--- src/rtl/button_deb_pkg.sv ---
// Shared defaults and the consumer-facing event type for the button debouncer.
package button_deb_pkg;

    localparam int unsigned DEB_CYCLES_DEF  = 50000;
    localparam int unsigned LONG_CYCLES_DEF = 8000000;

    typedef enum logic [1:0] {
        EVT_NONE    = 2'd0,
        EVT_PRESS   = 2'd1,
        EVT_RELEASE = 2'd2,
        EVT_LONG    = 2'd3
    } btn_evt_e;

endpackage

--- src/rtl/button_deb_chan.sv ---
// One debounced button channel: 2-flop synchroniser, stability counter, edge pulses.
// Long-press counter and long_p exist only when BUTTON_DEB_LONGPRESS_EN is defined.
module button_deb_chan
    import button_deb_pkg::*;
#(
    parameter int unsigned CNT_W       = 16,
    parameter int unsigned DEB_CYCLES  = DEB_CYCLES_DEF,
`ifdef BUTTON_DEB_LONGPRESS_EN
    parameter int unsigned LONG_W      = 24,
    parameter int unsigned LONG_CYCLES = LONG_CYCLES_DEF,
`endif
    parameter bit          ACTIVE_LOW  = 1'b0
) (
    input  logic clk,
    input  logic rst,
    input  logic pin_in,
    output logic valid,
    output logic press_p,
    output logic release_p
`ifdef BUTTON_DEB_LONGPRESS_EN
    ,
    output logic long_p
`endif
);

    localparam logic [CNT_W-1:0] CNT_LAST = CNT_W'(DEB_CYCLES - 1);

    logic             sync1_q, sync1_d;
    logic             sync2_q, sync2_d;
    logic             valid_q, valid_d;
    logic             press_q, press_d;
    logic             rel_q, rel_d;
    logic [CNT_W-1:0] cnt_q, cnt_d;
    logic             raw;

    always_comb begin
        sync1_d = pin_in;
        sync2_d = sync1_q;
        raw     = sync2_q ^ ACTIVE_LOW;
        valid_d = valid_q;
        press_d = 1'b0;
        rel_d   = 1'b0;
        cnt_d   = cnt_q + 1'b1;
        // any cycle of agreement restarts the stability window
        if (raw == valid_q) begin
            cnt_d = '0;
        end else if (cnt_q == CNT_LAST) begin
            valid_d = raw;
            cnt_d   = '0;
            press_d = raw;
            rel_d   = ~raw;
        end
    end

    always_ff @(posedge clk or posedge rst) begin
        if (rst) begin
            sync1_q <= 1'b0;
            sync2_q <= 1'b0;
            valid_q <= 1'b0;
            press_q <= 1'b0;
            rel_q   <= 1'b0;
            cnt_q   <= '0;
        end else begin
            sync1_q <= sync1_d;
            sync2_q <= sync2_d;
            valid_q <= valid_d;
            press_q <= press_d;
            rel_q   <= rel_d;
            cnt_q   <= cnt_d;
        end
    end

    assign valid     = valid_q;
    assign press_p   = press_q;
    assign release_p = rel_q;

`ifdef BUTTON_DEB_LONGPRESS_EN
    localparam logic [LONG_W-1:0] LCNT_LAST = LONG_W'(LONG_CYCLES - 1);
    localparam logic [LONG_W-1:0] LCNT_SAT  = LONG_W'(LONG_CYCLES);

    logic [LONG_W-1:0] lcnt_q, lcnt_d;
    logic              long_q, long_d;

    // Saturating one past the fire value guarantees a single pulse per press.
    always_comb begin
        lcnt_d = '0;
        long_d = 1'b0;
        if (valid_q) begin
            long_d = (lcnt_q == LCNT_LAST);
            lcnt_d = (lcnt_q == LCNT_SAT) ? lcnt_q : lcnt_q + 1'b1;
        end
    end

    always_ff @(posedge clk or posedge rst) begin
        if (rst) begin
            lcnt_q <= '0;
            long_q <= 1'b0;
        end else begin
            lcnt_q <= lcnt_d;
            long_q <= long_d;
        end
    end

    assign long_p = long_q;
`endif

endmodule

--- src/rtl/button_deb_multi.sv ---
// N-channel button debouncer: independent debounce per pin, level plus press/release pulses.
// Define BUTTON_DEB_LONGPRESS_EN to add per-channel long-press detection and the long_p port.
module button_deb_multi
    import button_deb_pkg::*;
#(
    parameter int unsigned N_CH        = 4,
    parameter int unsigned CNT_W       = 16,
    parameter int unsigned DEB_CYCLES  = DEB_CYCLES_DEF,
    parameter int unsigned LONG_W      = 24,
    parameter int unsigned LONG_CYCLES = LONG_CYCLES_DEF,
    parameter bit          ACTIVE_LOW  = 1'b0
) (
    input  logic            clk,
    input  logic            rst,
    input  logic [N_CH-1:0] button_in,
    output logic [N_CH-1:0] button_valid,
    output logic [N_CH-1:0] press_p,
    output logic [N_CH-1:0] release_p
`ifdef BUTTON_DEB_LONGPRESS_EN
    ,
    output logic [N_CH-1:0] long_p
`endif
);

    if (N_CH < 1) begin : g_bad_nch
        $error("button_deb_multi: N_CH must be at least 1");
    end
    if (DEB_CYCLES < 1 || 64'(DEB_CYCLES) >= (64'd1 << CNT_W)) begin : g_bad_deb
        $error("button_deb_multi: DEB_CYCLES does not fit CNT_W");
    end
    if (LONG_CYCLES < 1 || 64'(LONG_CYCLES) >= (64'd1 << LONG_W)) begin : g_bad_long
        $error("button_deb_multi: LONG_CYCLES does not fit LONG_W");
    end

    for (genvar i = 0; i < int'(N_CH); i++) begin : g_ch
        button_deb_chan #(
            .CNT_W       (CNT_W),
            .DEB_CYCLES  (DEB_CYCLES),
`ifdef BUTTON_DEB_LONGPRESS_EN
            .LONG_W      (LONG_W),
            .LONG_CYCLES (LONG_CYCLES),
`endif
            .ACTIVE_LOW  (ACTIVE_LOW)
        ) u_chan (
            .clk       (clk),
            .rst       (rst),
            .pin_in    (button_in[i]),
            .valid     (button_valid[i]),
            .press_p   (press_p[i]),
            .release_p (release_p[i])
`ifdef BUTTON_DEB_LONGPRESS_EN
            ,
            .long_p    (long_p[i])
`endif
        );
    end

endmodule

--- config.mk ---
export PLATFORM = sky130hd
export DESIGN_NAME = button_deb_multi
export DESIGN_NICKNAME = d
export VERILOG_FILES = /design/src/rtl/button_deb_pkg.sv /design/src/rtl/button_deb_chan.sv /design/src/rtl/button_deb_multi.sv
export SDC_FILE = /design/constraint.sdc
export NUM_CORES = 1
export LEC_CHECK = 0
export ABC_CLOCK_PERIOD_IN_PS = 3800
export BUFFER_PORTS_ARGS = -buffer_cell sky130_fd_sc_hd__clkbuf_2
export CAP_MARGIN = 20
export CORE_MARGIN = 2
export CORE_UTILIZATION = 30
export DETAILED_ROUTE_END_ITERATION = 8
export GPL_TIMING_DRIVEN = 0
export PLACE_DENSITY_LB_ADDON = 0.25
export SYNTH_ARGS = -nofsm -noshare
export SYNTH_HDL_FRONTEND = slang
export SYNTH_HIERARCHICAL = 1
export SYNTH_SLANG_ARGS = --single-unit
--- constraint.sdc ---
create_clock -name clk -period 3.8 [get_ports clk]
set_input_delay 0.19 -clock clk [delete_from_list [all_inputs] [get_ports clk]]
set_output_delay 0.19 -clock clk [all_outputs]
set_load 0.03 [all_outputs]
==> summary.txt, run 1 <==
Status
  – Run status: finished, final reports clean

Power and ir drop
  – PnR Total Power: approximately 0.0019 W
  – Cell internal power dissipation: around 0.0015 W
  – Total power density per cell area: 404 nW/um^2
  – Relative contribution of the clock network to total power: between 40% and 50%
  – Relative contribution of sequential cells to total power: about half
  – Leakage Power: 2.02 nW
  – Switch share: between 20% and 30%
  – Logic gate share of total power: under 10%
  – Switching power: between 0.0003 and 0.0004 W
  – Worst VDD drop: 228 uV

Yosys
  – Gate count after technology mapping: about 360
  – Top post-synthesis cells by area: sky130_fd_sc_hd__dfrtp_1, sky130_fd_sc_hd__xnor2_1, sky130_fd_sc_hd__nor2_1
  – Net count after synthesis: roughly 370
  – Share of synthesized area occupied by flip-flops and latches: 53.2%
  – Number of different library cells in the post-synthesis netlist: 24
  – Synth Area per Inst: between 10 and 15 sq um
  – Number of register bits inferred by synthesis: 84
  – Count of synthesis-stage warnings from yosys: 6
  – Post-synth design cell area: 3950 sq um
  – Area share of the largest cell type after synthesis: between 50 and 60%
  – Cell type contributing the most total cell area after synthesis: sky130_fd_sc_hd__dfrtp_1

Floorplan
  – Num ports: 18
  – Row count: just over 40
  – DIE AREA: approximately 14,000 sq um
  – Starting density of the core: a little under a third
  – Core Box Area: 12,700 sq um
  – Chip width: ~120 um
  – Die height: ~120 um

STA
  – Max Clock Skew: roughly 6.4 ps
  – Maximum frequency from static timing analysis: ~0.61 GHz
  – Transition time at the pin with the least slew margin: just over 800 ps
  – Post-route clock period utilization: ~43%
  – Setup repair after global routing missed its margin: no
  – Final critical delay including setup and external delays: 1650 ps
  – Setup_tns: 0 ps
  – Total count of hold-check failures in the final report: 0
  – Final number of max-transition violations: 0
  – Slew margin rel.: 45.9%
  – Final hold slack: 41.8 ps
  – Number of failing setup endpoints in the final timing report: 0

Clock network
  – Clock latency reported for the late side of the worst-skew pair: 330 ps
  – Clock tree from TritonCTS: built
  – Buffers from clock root to sink, at most: 2
  – # resized after CTS: 0
  – Hold buffer count at cts: 4
  – CTS H-Tree Depth: 3
  – CTS buffer count: 9
  – Clock tree root driver cell: sky130_fd_sc_hd__clkbuf_16
  – Post-CTS setup repair buffer count: 0
  – Sink Count: 84
  – Clock Pin Slew Worst Setup and Hold Paths: approximately 60 ps

Place
  – Placement-stage cell area: ~4300 sq um
  – Final HPWL DP: slightly below 5 mm
  – Count of port buffers added during placement: 17
  – Placed cells: approximately 550
  – GPL Wtd Cong: about 0.76

Detailed routing
  – Post-DRT Antenna Nets: 0
  – Total Wirelength: just over 7 mm
  – Drt first-iter violations: 112
  – Post-DR wirelength/cell: roughly 13 um
  – Via total after detailed routing: 2,673
  – Via density per instance: around 4.7
  – Post-detailed-route DRC marker count: 0
  – TritonRoute pass-1 iters: 5

Global route
  – Overall track demand over capacity in global routing: about 11%
  – Via count of the first global-routing pass: about 2,700
  – Total congestion overflow after global routing: 0
  – Wire length of the first global-routing pass: 12.7 mm
  – Met1 layer usage reported by global route: roughly 15%
  – Global route hottest layer: met2
  – Pin count of the biggest net entering global routing: 22
  – Fraction of met3 tracks used by global routing: about 3.3%
  – Met2 Usage GRT: between 10% and 20%
  – Antenna violations before repair: 0

Worst setup path
  – Kind of critical path: reg -> reg
  – Arrival time worst endpoint: 1870 ps
  – Kind of capture point of the worst setup path: flip-flop
  – Highest fanout seen on the critical path: 10
  – Data required time of the critical path: 4020 ps
  – Worst setup SP type: flip-flop

Job
  – Maximum capacitance violations: 0

Hold path
  – Worst hold path class: in -> async

Layout
  – Final standard cell area without fillers: approximately 4600 sq um
  – Layout fillers: about 1,300
  – Area growth from synthesis to layout: 16.2%
  – Net count of the finished layout: ~410
  – Fraction of layout cells with a size suffix above 1: between 15 and 20%
  – N_diodes: 0
  – Final std cells w/o fill: 572
[through the flow]
| step | setup slack, ps | utilization [%] |
|---|---|---|
| after floorplan | 2320 | - |
| after global placement | 2160 | 33.4 |
| after detailed placement | 2140 | 33.4 |
| after CTS | 2130 | 36.1 |
| after global routing | 2010 | 36.1 |
| final | 2150 | 36.1 |
[synthesized netlist by cell type]
master and instances:
sky130_fd_sc_hd__nand4_2 4, sky130_fd_sc_hd__nand4_1 24, sky130_fd_sc_hd__nor3_1 8, sky130_fd_sc_hd__nor4b_2 4, sky130_fd_sc_hd__nor3b_1 8, sky130_fd_sc_hd__xor2_1 24
sky130_fd_sc_hd__mux2_1 4, sky130_fd_sc_hd__buf_2 12, sky130_fd_sc_hd__nor4bb_1 4, sky130_fd_sc_hd__inv_1 8, sky130_fd_sc_hd__and4_1 4, sky130_fd_sc_hd__dfrtp_1 84
sky130_fd_sc_hd__buf_6 4, sky130_fd_sc_hd__nand3_1 20, sky130_fd_sc_hd__nand2_1 4, sky130_fd_sc_hd__xnor2_1 36, sky130_fd_sc_hd__and4bb_1 4, sky130_fd_sc_hd__nand3_2 4
sky130_fd_sc_hd__ha_1 4, sky130_fd_sc_hd__and3_1 12, sky130_fd_sc_hd__nor4_1 12, sky130_fd_sc_hd__nor2_1 68, sky130_fd_sc_hd__nand2_2 4, sky130_fd_sc_hd__and2_1 4
[layout make-up]
class	instances	area [sq um]	share of cell area [%]
flip-flops and latches	84	2100	45.8
repair buffers	21	125	2.72
inverters	8	30.0	0.654
well taps	172	215	4.69
clock buffers	10	239	5.20
multi-input cells	256	1720	37.4
plain buffers	16	105	2.29
clock inverters	5	60.1	1.31
[cells by family (layout without fill, tap and decap cells)]
kind of cell	after synthesis	after routing	synth area share [%]
muxes	4	4	1.14
and+or+nand+nor	188	188	27.7
adders and majority gates	4	4	1.27
xor gates and xnor gates	60	60	13.3
DFF	84	84	53.2
buffers and inverters	24	60	3.42
[power groups by stage]
| stage | combinational [W] | sequential, W | clock (W) |
|---|---|---|---|
| finish | 0.0000583 | 0.000922 | 0.000875 |
| global placement | 0.0000565 | 0.000938 | 0 |
| global route | 0.0000682 | 0.000924 | 0.000952 |
| floorplan | 0.0000415 | 0.000936 | 0 |
| detailed placement | 0.0000580 | 0.000938 | 0 |
| CTS | 0.0000613 | 0.000922 | 0.000912 |
[critical path, cell delays in order (launching register included)]
cell and delay (ps):
sky130_fd_sc_hd__dfrtp_1 390, sky130_fd_sc_hd__ha_1 210, sky130_fd_sc_hd__and3_1 160, sky130_fd_sc_hd__buf_2 170, sky130_fd_sc_hd__nand4_2 180, sky130_fd_sc_hd__nand2_2 200
sky130_fd_sc_hd__buf_6 160, sky130_fd_sc_hd__nor2_1 60
[path summary, 6_finish.rpt]
kind | from | slack, ps | depth (start not counted) | end
worst min-delay path | rst | 40 | 2 | g_ch[1].u_chan/valid
worst max-delay path | g_ch[0].u_chan/cnt_q[0] | 2150 | 7 | g_ch[0].u_chan/cnt_q[10]
worst max register to register | g_ch[0].u_chan/cnt_q[0] | 2150 | 7 | g_ch[0].u_chan/cnt_q[10]
max in group asynchronous | rst | 3250 | 2 | g_ch[2].u_chan/sync1_q
min in group clk | g_ch[2].u_chan/sync1_q | 350 | 0 | g_ch[2].u_chan/raw
worst min register to register | g_ch[2].u_chan/sync1_q | 350 | 0 | g_ch[2].u_chan/raw
[sequential cells by signal, indices dropped and copies added (netlist names)]
signal and count:
g_ch.u_chan/press_p 4, g_ch.u_chan/sync1_q 4, g_ch.u_chan/raw 4, g_ch.u_chan/cnt_q 64
g_ch.u_chan/release_p 4, g_ch.u_chan/valid 4
[metal layers]
metal | vias to the layer above | part of all wire, %
li1 | 1326 | -
met1 | 1313 | 49
met2 | 27 | 47
met3 | 7 | 2.5
met4 | 0 | 1.4
met5 | - | 0
[layout by cell type, fill, tap and decap left out, types with 9 or more instances in the layout]
cell type,count
sky130_fd_sc_hd__nor4_1,12
sky130_fd_sc_hd__and3_1,12
sky130_fd_sc_hd__nor2_1,68
sky130_fd_sc_hd__nand4_1,24
sky130_fd_sc_hd__clkbuf_2,17
sky130_fd_sc_hd__buf_2,12
sky130_fd_sc_hd__clkbuf_16,9
sky130_fd_sc_hd__xnor2_1,36
sky130_fd_sc_hd__nand3_1,20
sky130_fd_sc_hd__dfrtp_1,84
sky130_fd_sc_hd__xor2_1,24
Note: power is estimated with default switching activity, not from simulation.
==> inputs of run 2 (changes only) <==
--- a/config.mk
+++ b/config.mk
@@ -5,7 +5,7 @@
 export SDC_FILE = /design/constraint.sdc
 export NUM_CORES = 1
 export LEC_CHECK = 0
-export ABC_CLOCK_PERIOD_IN_PS = 3800
+export ABC_CLOCK_PERIOD_IN_PS = 1650
 export BUFFER_PORTS_ARGS = -buffer_cell sky130_fd_sc_hd__clkbuf_2
 export CAP_MARGIN = 20
 export CORE_MARGIN = 2
==> constraint.sdc (replaced) <==
create_clock -name clk -period 1.65 [get_ports clk]
set_input_delay 0.0825 -clock clk [delete_from_list [all_inputs] [get_ports clk]]
set_output_delay 0.0825 -clock clk [all_outputs]
set_load 0.03 [all_outputs]
==> run 2 against run 1 <==
Effect of this change:
- sequential power is 130% higher
- clock skew is 0.55 ps lower
- sequential share of layout area is 1.3 points lower
- clock power is 130% higher
- count of clock-buffer cells in the layout stayed put
- critical path depth is 3 lower
- highest routed layer unchanged
==> summary.txt, run 2 (same netlist as run 1, synthesis figures left out) <==
Layout
  – Final core area utilization: 37.2%
  – Area growth from synthesis to layout: 19.7%
  – Commonest cells after routing, fill and taps aside: sky130_fd_sc_hd__dfrtp_1, sky130_fd_sc_hd__nor2_1, sky130_fd_sc_hd__xnor2_1, sky130_fd_sc_hd__xor2_1, sky130_fd_sc_hd__nand4_1
  – Largest register FFs: 64
  – Fraction of layout cells with a size suffix above 1: 18.3%
  – N_diodes: 0
  – Net count of the finished layout: 411
  – Layout fillers: approximately 1,300
  – Most common cell after layout, fill and taps aside: sky130_fd_sc_hd__dfrtp_1
  – Most flops, register: g_ch.u_chan/cnt_q
  – Final std cells w/o fill: approximately 580

STA
  – Final critical delay including setup and external delays: approximately 1600 ps
  – Total count of hold-check failures in the final report: 0
  – Number of failing setup endpoints in the final timing report: 0
  – Final number of max-transition violations: 0
  – Post-route clock period utilization: 95.9%
  – Max Clock Skew: between 5 and 6 ps
  – Transition time at the pin with the least slew margin: 813 ps
  – Slew margin rel.: a little under half
  – Maximum frequency from static timing analysis: 0.632 GHz

Global route
  – Overall track demand over capacity in global routing: approximately 11%
  – Antenna violations before repair: 0
  – Total congestion overflow after global routing: 0
  – Via count of the first global-routing pass: roughly 2,700
  – Wire length of the first global-routing pass: 12.7 mm
  – Pin count of the biggest net entering global routing: 22

Detailed routing
  – Total Wirelength: 7.34 mm
  – Post-DR wirelength/cell: about 13 um
  – TritonRoute pass-1 iters: 4
  – Via density per instance: between 4 and 5
  – Post-DRT Antenna Nets: 0
  – Post-detailed-route DRC marker count: 0
  – Via total after detailed routing: between 2,000 and 3,000
  – Drt first-iter violations: approximately 120

Worst setup path
  – Critical path's slowest cell: sky130_fd_sc_hd__nor4b_2
  – Kind of critical path: reg -> reg
  – Data required time of the critical path: around 1900 ps
  – Kind of capture point of the worst setup path: flip-flop
  – Highest fanout seen on the critical path: 9
  – Slowest Stage Delay on Critical Path: slightly below 400 ps
  – Cell family with the largest share of critical-path delay: simple AND/OR/NAND/NOR gates
  – Worst path buffer plus inverter count: 1
  – Worst setup SP type: flip-flop
  – Arrival time worst endpoint: ~1800 ps
  – Cells along the critical path: buf_2 -> nor4b_2 -> nand4_4 -> mux2_1

Clock network
  – Buffers from clock root to sink, at most: 2
  – Clock tree from TritonCTS: built
  – Clock latency reported for the late side of the worst-skew pair: about 330 ps
  – Clock Pin Slew Worst Setup and Hold Paths: around 60 ps
  – Clock tree root driver cell: sky130_fd_sc_hd__clkbuf_16
  – Sink Count: 84
  – CTS H-Tree Depth: 3
  – CTS buffer count: 9

Hold path
  – Worst hold path class: reg -> reg

Place
  – Final HPWL DP: 4.92 mm
  – GPL Wtd Cong: ~0.76
  – Placed cells: roughly 550
  – Count of port buffers added during placement: 17

Power and ir drop
  – Total power density per cell area: 906 nW/um^2
  – Leakage Power: roughly 2.1 nW
  – Worst VDD drop: 531 uV

Floorplan
  – DIE AREA: approximately 14,000 sq um
  – Die height: roughly 120 um
  – Core Box Area: ~13,000 sq um
  – Chip width: 119 um
  – Num ports: 18
  – Row count: just over 40
  – Starting density of the core: 31.1%

Job
  – Maximum capacitance violations: 0

Status
  – Run status: finished, final reports clean
==> run 2: power by group <==
part           switching (W)  internal, W
Combinational      0.0000911    0.0000576
Clock               0.000802      0.00121
Sequential         0.0000304      0.00209
Total               0.000923      0.00336
==> run 2: area by class of cell <==
class / instances / area [sq um] / area share [%]
multi-input combinational: 256 / 1810 / 38.2
clock inverter: 5 / 60.1 / 1.27
timing repair buffer: 26 / 165 / 3.49
clock buffer: 10 / 239 / 5.05
inverter: 8 / 30.0 / 0.635
tap: 172 / 215 / 4.55
buffer: 16 / 113 / 2.38
sequential: 84 / 2100 / 44.4
==> run 2: timing repair <==
| item | 4_1_cts | 5_1_grt |
|---|---|---|
| hold buffers | 5 | 0 |
| resized for setup | 2 | 16 |
| hold endpoints to repair | 88 | 0 |
| pin swaps | 1 | 2 |
| cloned | 0 | 0 |
| endpoints found under the setup margin | 19 | 47 |
| buffers inserted | 0 | 4 |
==> run 2: final timing paths <==
path | startpoint | to | slack, ps | depth (start not counted)
worst max-delay path | g_ch[1].u_chan/cnt_q[7] | g_ch[1].u_chan/valid | 70 | 4
worst min-delay path | g_ch[2].u_chan/sync1_q | g_ch[2].u_chan/raw | 350 | 0
worst max register to register | g_ch[1].u_chan/cnt_q[7] | g_ch[1].u_chan/valid | 70 | 4
worst min register to register | g_ch[2].u_chan/sync1_q | g_ch[2].u_chan/raw | 350 | 0
max in group asynchronous | rst | g_ch[2].u_chan/sync1_q | 650 | 3
min in group asynchronous | rst | g_ch[1].u_chan/valid | 490 | 3
==> run 2: metal layers <==
layer / routed length, um / track usage [%] / vias to the layer above
li1: - / - / 1337
met1: 3510 / 14.8 / 1331
met2: 3530 / 17.1 / 33
met3: 203 / 3.28 / 7
met4: 100 / 4.02 / 0
met5: 0 / 0 / -
==> run 2: through the flow <==
step | setup TNS [ps] | cell area [sq um] | power, W | hold slack, ps | worst slack (ps)
6_report | 0 | 4730 | 0.00429 | 351 | 67.5
5_1_grt | -174 | 4730 | 0.00449 | 358 | -22.1
4_1_cts | 0 | 4610 | 0.00437 | 356 | 4.14
3_5_place_dp | -68.9 | 4250 | 0.00229 | 192 | -12.7
3_3_place_gp | 0 | 4250 | 0.00229 | 192 | 11.3
2_1_floorplan | 0 | 3950 | 0.00225 | 59.0 | 169
==> run 2: worst register-to-register path: stages, from the launching register on <==
cell                      delay, ps
sky130_fd_sc_hd__dfrtp_1        350
sky130_fd_sc_hd__buf_2          180
sky130_fd_sc_hd__nor4b_2        390
sky130_fd_sc_hd__nand4_4        200
sky130_fd_sc_hd__mux2_1         360
